===== src/rtl/bsg_fsb_node_iso_pkg.sv =====
// Shared types and helpers for the FSB node isolation sequencer.
//   bsg_fsb_node_iso_state_e : 2-bit FSM state encoding (also driven on state_o)
//   ctr_width()              : counter width for the wake/drain counters
package bsg_fsb_node_iso_pkg;

  typedef enum logic [1:0] {
    ST_ISOLATED = 2'd0,
    ST_WAKE     = 2'd1,
    ST_ACTIVE   = 2'd2,
    ST_DRAIN    = 2'd3
  } bsg_fsb_node_iso_state_e;

  // Wide enough to hold the larger of the wake delay and the drain timeout.
  function automatic int unsigned ctr_width(input int unsigned wake_delay,
                                            input int unsigned drain_timeout);
    int unsigned m;
    m = (wake_delay > drain_timeout) ? wake_delay : drain_timeout;
    return $clog2(m + 1);
  endfunction

  localparam int unsigned CTR_W_DEFAULT = ctr_width(4, 16);

endpackage


===== src/rtl/bsg_fsb_node_iso_gate.sv =====
// One direction of valid/data/handshake gating.
//   v_i, data_i  : forward valid and data from the source side
//   hs_i         : handshake (ready/yumi) from the sink side
//   en_v_i       : enable for valid and data
//   en_hs_i      : enable for the returning handshake
//   v_o, data_o  : gated valid and data toward the sink
//   hs_o         : gated handshake toward the source
module bsg_fsb_node_iso_gate #(
  parameter int unsigned width_p = 80
) (
  input  logic               v_i,
  input  logic [width_p-1:0] data_i,
  input  logic               hs_i,
  input  logic               en_v_i,
  input  logic               en_hs_i,
  output logic               v_o,
  output logic [width_p-1:0] data_o,
  output logic               hs_o
);

  assign v_o    = v_i & en_v_i;
  assign data_o = data_i & {width_p{en_v_i}};
  assign hs_o   = hs_i & en_hs_i;

endmodule


===== src/rtl/bsg_fsb_node_iso_seq.sv =====
// Sequenced isolation / level-shift controller for one FSB node power domain.
//   clk_i, reset_n_i            : clock, async active-low reset
//   pwr_good_i, iso_req_i       : node supply good, isolation request (pre-synchronized)
//   en_ls_o, node_reset_o       : registered level-shifter enable and node reset
//   state_o                     : current FSM state
//   drain_timeout_o, abort_o    : one-cycle event pulses
//   fsb_*_o_i -> node_*_i_o     : FSB-to-node traffic (valid/data), node ready back
//   node_*_o_i -> fsb_*_i_o     : node-to-FSB traffic (valid/data), FSB yumi back
module bsg_fsb_node_iso_seq
  import bsg_fsb_node_iso_pkg::*;
#(
  parameter int unsigned width_p         = 80,
  parameter int unsigned wake_delay_p    = 4,
  parameter int unsigned idle_cycles_p   = 2,
  parameter int unsigned drain_timeout_p = 16
) (
  input  logic               clk_i,
  input  logic               reset_n_i,
  input  logic               pwr_good_i,
  input  logic               iso_req_i,
  output logic               en_ls_o,
  output logic               node_reset_o,
  output logic [1:0]         state_o,
  output logic               drain_timeout_o,
  output logic               abort_o,

  input  logic               fsb_v_o_i,
  input  logic [width_p-1:0] fsb_data_o_i,
  input  logic               fsb_yumi_o_i,
  output logic               node_v_i_o,
  output logic [width_p-1:0] node_data_i_o,
  output logic               node_yumi_i_o,

  input  logic               node_v_o_i,
  input  logic [width_p-1:0] node_data_o_i,
  input  logic               node_ready_o_i,
  output logic               fsb_v_i_o,
  output logic [width_p-1:0] fsb_data_i_o,
  output logic               fsb_ready_i_o
);

  localparam int unsigned CW = ctr_width(wake_delay_p, drain_timeout_p);

  bsg_fsb_node_iso_state_e state_q, state_d;
  logic [CW-1:0] cnt_q, cnt_d;    // wake countdown in WAKE, timeout count in DRAIN
  logic [CW-1:0] idle_q, idle_d;
  logic          abort_q, abort_d;
  logic          tmo_q, tmo_d;
  logic          en_ls_q, node_reset_q;
  logic          fwd_en_q, rev_en_q;
  logic [CW-1:0] idle_inc, tmo_inc;

  always_comb begin
    idle_inc = node_v_o_i ? '0 : ((idle_q == '1) ? idle_q : idle_q + 1'b1);
    tmo_inc  = (cnt_q == '1) ? cnt_q : cnt_q + 1'b1;
  end

  always_comb begin
    state_d = state_q;
    cnt_d   = cnt_q;
    idle_d  = idle_q;
    abort_d = 1'b0;
    tmo_d   = 1'b0;
    unique case (state_q)
      ST_ISOLATED: begin
        cnt_d  = '0;
        idle_d = '0;
        if (pwr_good_i && !iso_req_i) begin
          state_d = ST_WAKE;
          cnt_d   = CW'(wake_delay_p - 1);
        end
      end
      ST_WAKE: begin
        if (!pwr_good_i) begin
          state_d = ST_ISOLATED;
          abort_d = 1'b1;
        end else if (iso_req_i) begin
          state_d = ST_ISOLATED;
        end else if (cnt_q == '0) begin
          state_d = ST_ACTIVE;
        end else begin
          cnt_d = cnt_q - 1'b1;
        end
      end
      ST_ACTIVE: begin
        if (!pwr_good_i) begin
          state_d = ST_ISOLATED;
          abort_d = 1'b1;
        end else if (iso_req_i) begin
          state_d = ST_DRAIN;
          cnt_d   = '0;
          idle_d  = '0;
        end
      end
      ST_DRAIN: begin
        if (!pwr_good_i) begin
          state_d = ST_ISOLATED;
          abort_d = 1'b1;
        end else if (!iso_req_i) begin
          state_d = ST_ACTIVE;
        end else begin
          // Exit decisions use this cycle's updated counts so DRAIN lasts
          // exactly idle_cycles_p idle cycles or drain_timeout_p cycles.
          idle_d = idle_inc;
          cnt_d  = tmo_inc;
          if (idle_inc >= CW'(idle_cycles_p)) begin
            state_d = ST_ISOLATED;
          end else if (tmo_inc >= CW'(drain_timeout_p)) begin
            state_d = ST_ISOLATED;
            tmo_d   = 1'b1;
          end
        end
      end
      default: state_d = ST_ISOLATED;
    endcase
  end

  always_ff @(posedge clk_i or negedge reset_n_i) begin
    if (!reset_n_i) begin
      state_q      <= ST_ISOLATED;
      cnt_q        <= '0;
      idle_q       <= '0;
      abort_q      <= 1'b0;
      tmo_q        <= 1'b0;
      en_ls_q      <= 1'b0;
      node_reset_q <= 1'b1;
      fwd_en_q     <= 1'b0;
      rev_en_q     <= 1'b0;
    end else begin
      state_q      <= state_d;
      cnt_q        <= cnt_d;
      idle_q       <= idle_d;
      abort_q      <= abort_d;
      tmo_q        <= tmo_d;
      en_ls_q      <= (state_d != ST_ISOLATED);
      node_reset_q <= (state_d == ST_ISOLATED) || (state_d == ST_WAKE);
      fwd_en_q     <= (state_d == ST_ACTIVE);
      rev_en_q     <= (state_d == ST_ACTIVE) || (state_d == ST_DRAIN);
    end
  end

  assign state_o         = state_q;
  assign en_ls_o         = en_ls_q;
  assign node_reset_o    = node_reset_q;
  assign abort_o         = abort_q;
  assign drain_timeout_o = tmo_q;

  // FSB to node: closed during DRAIN so no new traffic reaches the node.
  bsg_fsb_node_iso_gate #(.width_p(width_p)) u_gate_fwd (
    .v_i     (fsb_v_o_i),
    .data_i  (fsb_data_o_i),
    .hs_i    (node_ready_o_i),
    .en_v_i  (fwd_en_q),
    .en_hs_i (fwd_en_q),
    .v_o     (node_v_i_o),
    .data_o  (node_data_i_o),
    .hs_o    (fsb_ready_i_o)
  );

  // Node to FSB: stays open through DRAIN so the node can empty.
  bsg_fsb_node_iso_gate #(.width_p(width_p)) u_gate_rev (
    .v_i     (node_v_o_i),
    .data_i  (node_data_o_i),
    .hs_i    (fsb_yumi_o_i),
    .en_v_i  (rev_en_q),
    .en_hs_i (rev_en_q),
    .v_o     (fsb_v_i_o),
    .data_o  (fsb_data_i_o),
    .hs_o    (node_yumi_i_o)
  );

endmodule


===== config.mk =====
export PLATFORM = sky130hd
export DESIGN_NAME = bsg_fsb_node_iso_seq
export DESIGN_NICKNAME = d
export VERILOG_FILES = /design/src/rtl/bsg_fsb_node_iso_pkg.sv /design/src/rtl/bsg_fsb_node_iso_gate.sv /design/src/rtl/bsg_fsb_node_iso_seq.sv
export SDC_FILE = /design/constraint.sdc
export NUM_CORES = 1
export LEC_CHECK = 0
export BUFFER_PORTS_ARGS = -buffer_cell sky130_fd_sc_hd__clkbuf_2
export CAP_MARGIN = 20
export CORE_AREA = 2 2 132 134
export CTS_CLUSTER_DIAMETER = 40
export DETAILED_ROUTE_END_ITERATION = 10
export DIE_AREA = 0 0 134 136
export GPL_TIMING_DRIVEN = 0
export HOLD_SLACK_MARGIN = 0.12
export PLACE_DENSITY_LB_ADDON = 0.2
export SYNTH_ARGS = -nofsm -noshare
export SYNTH_HDL_FRONTEND = slang
export SYNTH_HIERARCHICAL = 1
export SYNTH_SLANG_ARGS = --single-unit

===== constraint.sdc =====
create_clock -name clk_i -period 2.4 [get_ports clk_i]
set_input_delay 0.12 -clock clk_i [delete_from_list [all_inputs] [get_ports clk_i]]
set_output_delay 0.12 -clock clk_i [all_outputs]
set_load 0.02 [all_outputs]

==> impl_results.md, run 1 <==
* Share of cells above drive strength 1 at 83.8%
* Worst hold path class: primary input to flip-flop
* Internal at 1250 uW
* Clock Tree Buf Depth at 2
* Antenna cells at 0
* Core box area at 16,900 um2
* Avg Synthesized Cell Area at 8.15 um2
* Die footprint at 18,200 um2
* Max-slew violations at 0
* Drt via density at 3.67
* DP Wirelength at 10.7 mm
* Arr. time, crit path at 2.17 ns
* Outcome: finished clean
* Total track usage at 11.5%
* Synthesized instance count at 300
* Net Count, Synth at 471
* Initial DRC Count at 133
* Final cell count without fillers at 867
* DRT met1 WL at 5.33 mm
* Synthesized area at 2440 um2
* Die H at 136 um
* Worst Clk Skew at 0.00268 ns
* Largest family of logic cells by synthesized area: simple AND/OR/NAND/NOR gates
* Async SR Flop Fraction at 100%
* Met3 WL at 927 um
* DP Cell Count at 862
* WL/cell at 13.8 um
* Htree depth at 1
* Synth cell types at 49
* # port buffers at 337
* Largest net degree at the start of global routing at 18
* Max_slew headroom at 54.9%
* Die W at 134 um
* RSZ-0062 raised after global routing: false
* Initial Util at 14.5%
* Combinational Power Share at 68.3%
* Initial DRT Pass Iterations at 4
* Initial antenna violation count at 2
* Sequential Power Share at 17.3%
* Fin Setup TNS at 0 ns
* CP Class: flip-flop to flip-flop
* Worst Path Required at 2.54 ns
* Power share of the clock group at 14.4%
* Post-DRT Antenna Nets at 0
* Lkg Pwr at 0.00270 uW
* Critical path peak fanout at 15
* Yosys reg bits at 17
* Root Driver: clkbuf_16
* First-pass GRT wire length at 16.5 mm
* Tcrit/Tclk final at 84.8%
* Max cap viols at 0
* WL met2 at 5.60 mm
* Gpl congestion at 0.780
* FP Rows at 48
* IO Pins at 338
* Vias at 3,183
* Synth Area in Compound Gates at 11.8%
* DRC at 0
* YS warnings at 6
* Post-Synth Simple-Gate Area at 62.7%
* WL final at 12.0 mm
* CTS tree: done
* Worst setup SP type: flip-flop
* Layout Nets at 814
* Post-synthesis xor/xnor area fraction at 0%
* Clk sinks at 17
* Dominant synthesized flop cell: dfrtp_1
* Max Fclk at 491 MHz
* Final Hold Vio Count at 0
* DR top layer: met5
* Layout area overhead at 84.2%
* Synth Area in Adders at 1.54%
* Skew-Pair Late Insertion Delay at 0.25 ns
* Cell Pwr Density at 529 nW/um2
* Register area share after synthesis at 17.5%
* Post-synth EDFFs at 0
* # setup viols final at 0
* Sw power at 1130 uW
* Mux share of post-synthesis cell area at 0.461%
* Grt total ovfl at 0
* Worst slew pin tran at 0.677 ns
* Clk slew on worst S/H paths at 0.05 ns
* Num CTS Buffers at 3
* Switch share at 47.3%
* Max VDD drop at 0.261 mV
* Vias in the first global route at 2,837
* Final worst path period need at 2.04 ns
* Crit. End Element: flip-flop
## cell usage after synthesis, drive strengths merged (5+ instances only)
cell,count,area [um2]
nor2,7,26.3
inv,5,18.8
nand2,9,33.8
buf,5,45.0
nor3,6,35.0
clkbuf,17,83.8
and2,165,1230
nand3,5,25.0
dfrtp,16,400
o21ai,9,45.0
or2,5,31.3
a21oi,5,25.0
## worst paths after layout
check	start	endpoint	slack [ns]	cells past startpoint
setup / recovery	state_o[1]$_DFF_PN0_	cnt_q[1]$_DFFE_PN0P_	0.36	4
hold / removal	pwr_good_i	abort_o$_DFF_PN0_	0.16	2
setup reg to reg	state_o[1]$_DFF_PN0_	cnt_q[1]$_DFFE_PN0P_	0.36	4
max in group asynchronous	reset_n_i	node_reset_o$_DFF_PN1_	1.71	2
hold reg to reg	idle_q[1]$_DFFE_PN0P_	idle_q[1]$_DFFE_PN0P_	0.55	1
min in group asynchronous	reset_n_i	cnt_q[0]$_DFFE_PN0P_	0.35	2
## layer usage
layer / vias up / global-route usage [%]
met5: - / 0
met4: 4 / 1.89
met3: 11 / 2.87
met2: 132 / 18.5
met1: 1373 / 15.8
li1: 1663 / -
## final cells by class
type | instances | area, um2
inverters | 5 | 18.8
clock buffers | 3 | 75.1
clock inverters | 1 | 5.00
well taps | 225 | 282
fillers | 1872 | 12400
repair buffers | 338 | 1700
multi-input cells | 256 | 1870
flip-flops and latches | 17 | 427
plain buffers | 22 | 129
## layout by cell type (no fill, tap or decap), drive strengths merged, types with 2 or more instances in the layout
cell and n:
a21o 2, a21oi 5, a22o 3, a32o 4
and2 165, buf 5, clkbuf 357, dfrtp 16
ha 3, inv 5, nand2 9, nand2b 2
nand3 5, nand4 2, nor2 7, nor2b 4
nor3 6, nor4b 2, o211ai 2, o21ai 9
o22ai 4, or2 5
## kinds of logic (layout without fill, tap and decap cells)
family,Yosys count,count (layout)
simple gates,214,214
compound gates,38,38
buf+inv,27,369
flops,17,17
fa+ha+maj,3,3
mux,1,1
## critical path, stage by stage, from the launching register on
cell and delay [ns]:
dfrtp_1 0.73, nand2_1 0.22, o22ai_1 0.59, o21ai_0 0.15
a22o_2 0.23
## repair_timing
item | 4_1_cts | 5_1_grt
endpoints found under the hold margin | 16 | 0
setup buffers | 0 | 0
resized for setup | 0 | 0
hold buffers | 1 | 0
setup endpoints to repair | 0 | 0
## sequential cells by signal (all words and copies together), names as in the netlist
signal / cells
state_o: 2
node_reset_o: 1
drain_timeout_o: 1
cnt_q: 5
idle_q: 5
fwd_en_q: 1
abort_o: 1
en_ls_o: 1
## through the flow
step | hold slack (ns) | utilization, % | cell area [um2] | total power [uW] | setup WS [ns]
3_5_place_dp | 0.100 | 26.1 | 4410 | 2070 | 0.317
6_report | 0.156 | 26.7 | 4500 | 2380 | 0.364
3_3_place_gp | 0.0921 | 26.1 | 4410 | 2080 | 0.297
2_1_floorplan | -0.176 | - | 2440 | 1480 | 0.728
5_1_grt | 0.186 | 26.7 | 4500 | 2560 | 0.139
4_1_cts | 0.157 | 26.7 | 4500 | 2420 | 0.303
## power by group through the flow
stage / Combinational, uW / Clock (uW) / Sequential [uW]
after global routing: 1770 / 365 / 426
final: 1630 / 342 / 412
after floorplan: 1070 / 0 / 406
after CTS: 1650 / 354 / 416
after detailed placement: 1650 / 0 / 420
after global placement: 1660 / 0 / 421
(Power assumes the default switching activity.)
==> run 2, diff against run 1 <==
--- a/config.mk
+++ b/config.mk
@@ -7,10 +7,10 @@
 export LEC_CHECK = 0
 export BUFFER_PORTS_ARGS = -buffer_cell sky130_fd_sc_hd__clkbuf_2
 export CAP_MARGIN = 20
-export CORE_AREA = 2 2 132 134
+export CORE_AREA = 2 2 131 133
 export CTS_CLUSTER_DIAMETER = 40
 export DETAILED_ROUTE_END_ITERATION = 10
-export DIE_AREA = 0 0 134 136
+export DIE_AREA = 0 0 133 135
 export GPL_TIMING_DRIVEN = 0
 export HOLD_SLACK_MARGIN = 0.12
 export PLACE_DENSITY_LB_ADDON = 0.2
==> constraint.sdc (replaced) <==
create_clock -name clk_i -period 1.65 [get_ports clk_i]
set_input_delay 0.0825 -clock clk_i [delete_from_list [all_inputs] [get_ports clk_i]]
set_output_delay 0.0825 -clock clk_i [all_outputs]
set_load 0.02 [all_outputs]
==> impl_results.md, run 2 (synthesis results as in run 1) <==
* Layout area overhead at 91.3%
* Lkg Pwr at 0.00276 uW
* Slowest-stage cell, CP: dfrtp_2
* Die W at 133 um
* FP Rows at 47
* Pwr Total at 3750 uW
* Tcrit/Tclk final at 97.9%
* Hold-critical path depth at 2
* Num CTS Buffers at 3
* Initial DRC Count at 83
* Worst hold path class: primary input to flip-flop
* Clk slew on worst S/H paths at 0.06 ns
* CTS tree: done
* Slowest stage delay, CP at 0.44 ns
* DP Wirelength at 11.9 mm
* Drt via density at 3.78
* Worst slew pin tran at 0.456 ns
* Final Hold Vio Count at 0
* IO Pins at 338
* Vias at 3,305
* Worst Path Required at 1.84 ns
* Outcome: finished clean
* Cell chain of the critical path: ha_4 > or2_1 > nor2b_4 > a2111oi_4 > a22o_1
* Clock Tree Buf Depth at 2
* Largest net degree at the start of global routing at 18
* WL final at 13.6 mm
* Worst path depth at 5
* Worst r2r path cells at 5
* WL/cell at 15.5 um
* Initial DRT Pass Iterations at 4
* Crit. End Element: flip-flop
* Max cap viols at 0
* Share of cells above drive strength 1 at 86.6%
* Layout Nets at 827
* Vias in the first global route at 3,125
* Max_slew headroom at 69.6%
* RSZ-0062 raised after global routing: true
* First-pass GRT wire length at 19.2 mm
* Fin Setup TNS at 0 ns
* Worst path bufs/invs at 0
* Initial antenna violation count at 0
* Initial Util at 14.9%
* Skew-Pair Late Insertion Delay at 0.25 ns
* Worst Clk Skew at 0.00460 ns
* DP Cell Count at 857
* Grt total ovfl at 0
* Max-slew violations at 0
* Arr. time, crit path at 1.80 ns
* # setup viols final at 0
* Die H at 135 um
* Die footprint at 18,000 um2
* Critical path peak fanout at 4
* Final worst path period need at 1.62 ns
* Total track usage at 13.7%
* Final cell count without fillers at 875
* Most frequent cells in the layout: clkbuf_2, and2_2, buf_4
* Leading cell type in the layout, fill and taps excluded: clkbuf_2
* Final hold slack at 0.176 ns
* Largest delay share family, worst path: compound AO/OA/AOI/OAI gates
* Filler Cell Count at 1,853
* DRC at 0
* Clk sinks at 17
* Antenna cells at 0
* Core box area at 16,400 um2
* Htree depth at 1
* Root Driver: clkbuf_16
* Worst setup SP type: flip-flop
* # port buffers at 337
* Cell Pwr Density at 803 nW/um2
* Gpl congestion at 0.892
* Max VDD drop at 0.532 mV
* Max Fclk at 619 MHz
* CP Class: flip-flop to flip-flop
* Post-DRT Antenna Nets at 0
## run 2: changes by cell type in the layout (fill, tap and decap cells not counted), sizes merged
cell	delta
clkinv	-1
dlygate4sd3	+1
buf	+13
## run 2: metal layers
metal | GRT usage, % | routed length (um)
met3 | 2.10 | 797
met5 | 0 | 0
met2 | 23.8 | 6780
met1 | 18.4 | 5880
met4 | 1.73 | 125
## run 2: worst register-to-register path, cell delays in order (launching register included)
cell       delay (ns)
dfrtp_2          0.44
ha_4             0.18
or2_1            0.22
nor2b_4          0.13
a2111oi_4        0.41
a22o_1           0.18
## run 2: where the power goes
part | switching (uW) | leakage, uW | total [uW] | internal [uW]
logic | 1470 | 0.00251 | 2650 | 1170
clock network | 169 | 0.0000382 | 497 | 328
registers | 108 | 0.000218 | 607 | 499
## run 2: final timing paths
path / startpoint / to / slack [ns]
max: idle_q[0]$_DFFE_PN0P_ / state_o[0]$_DFF_PN0_ / 0.03
min: iso_req_i / state_o[0]$_DFF_PN0_ / 0.18
max reg2reg: idle_q[0]$_DFFE_PN0P_ / state_o[0]$_DFF_PN0_ / 0.03
min reg2reg: idle_q[1]$_DFFE_PN0P_ / idle_q[1]$_DFFE_PN0P_ / 0.56
max in group asynchronous: reset_n_i / state_o[1]$_DFF_PN0_ / 0.99
min in group asynchronous: reset_n_i / cnt_q[3]$_DFFE_PN0P_ / 0.30
## run 2: area by class of cell
| type | count | area, um2 | share of cell area, % |
|---|---|---|---|
| Buffer | 22 | 130 | 2.78 |
| Clock buffer | 4 | 78.8 | 1.69 |
| Inverter | 5 | 21.3 | 0.455 |
| Multi-Input combinational cell | 256 | 1940 | 41.4 |
| Sequential cell | 17 | 437 | 9.34 |
| Tap cell | 220 | 275 | 5.89 |
| Timing Repair Buffer | 351 | 1800 | 38.4 |
## run 2: through the flow
step | cell area, um2 | util [%] | worst slack, ns
final | 4670 | 28.5 | 0.0339
after global routing | 4670 | 28.5 | -0.0605
after CTS | 4600 | 28.0 | 0.00115
after detailed placement | 4410 | 26.9 | -0.352
after global placement | 4410 | 26.9 | -0.387
after floorplan | 2450 | - | 0.0126
## run 2: repair_timing
item / 4_1_cts / 5_1_grt
hold buffers: 2 / 0
resized for setup: 12 / 12
pin swaps: 6 / 8
buffers inserted: 6 / 6
endpoints found under the hold margin: 17 / 0
cloned: 0 / 0
endpoints found under the setup margin: 95 / 11
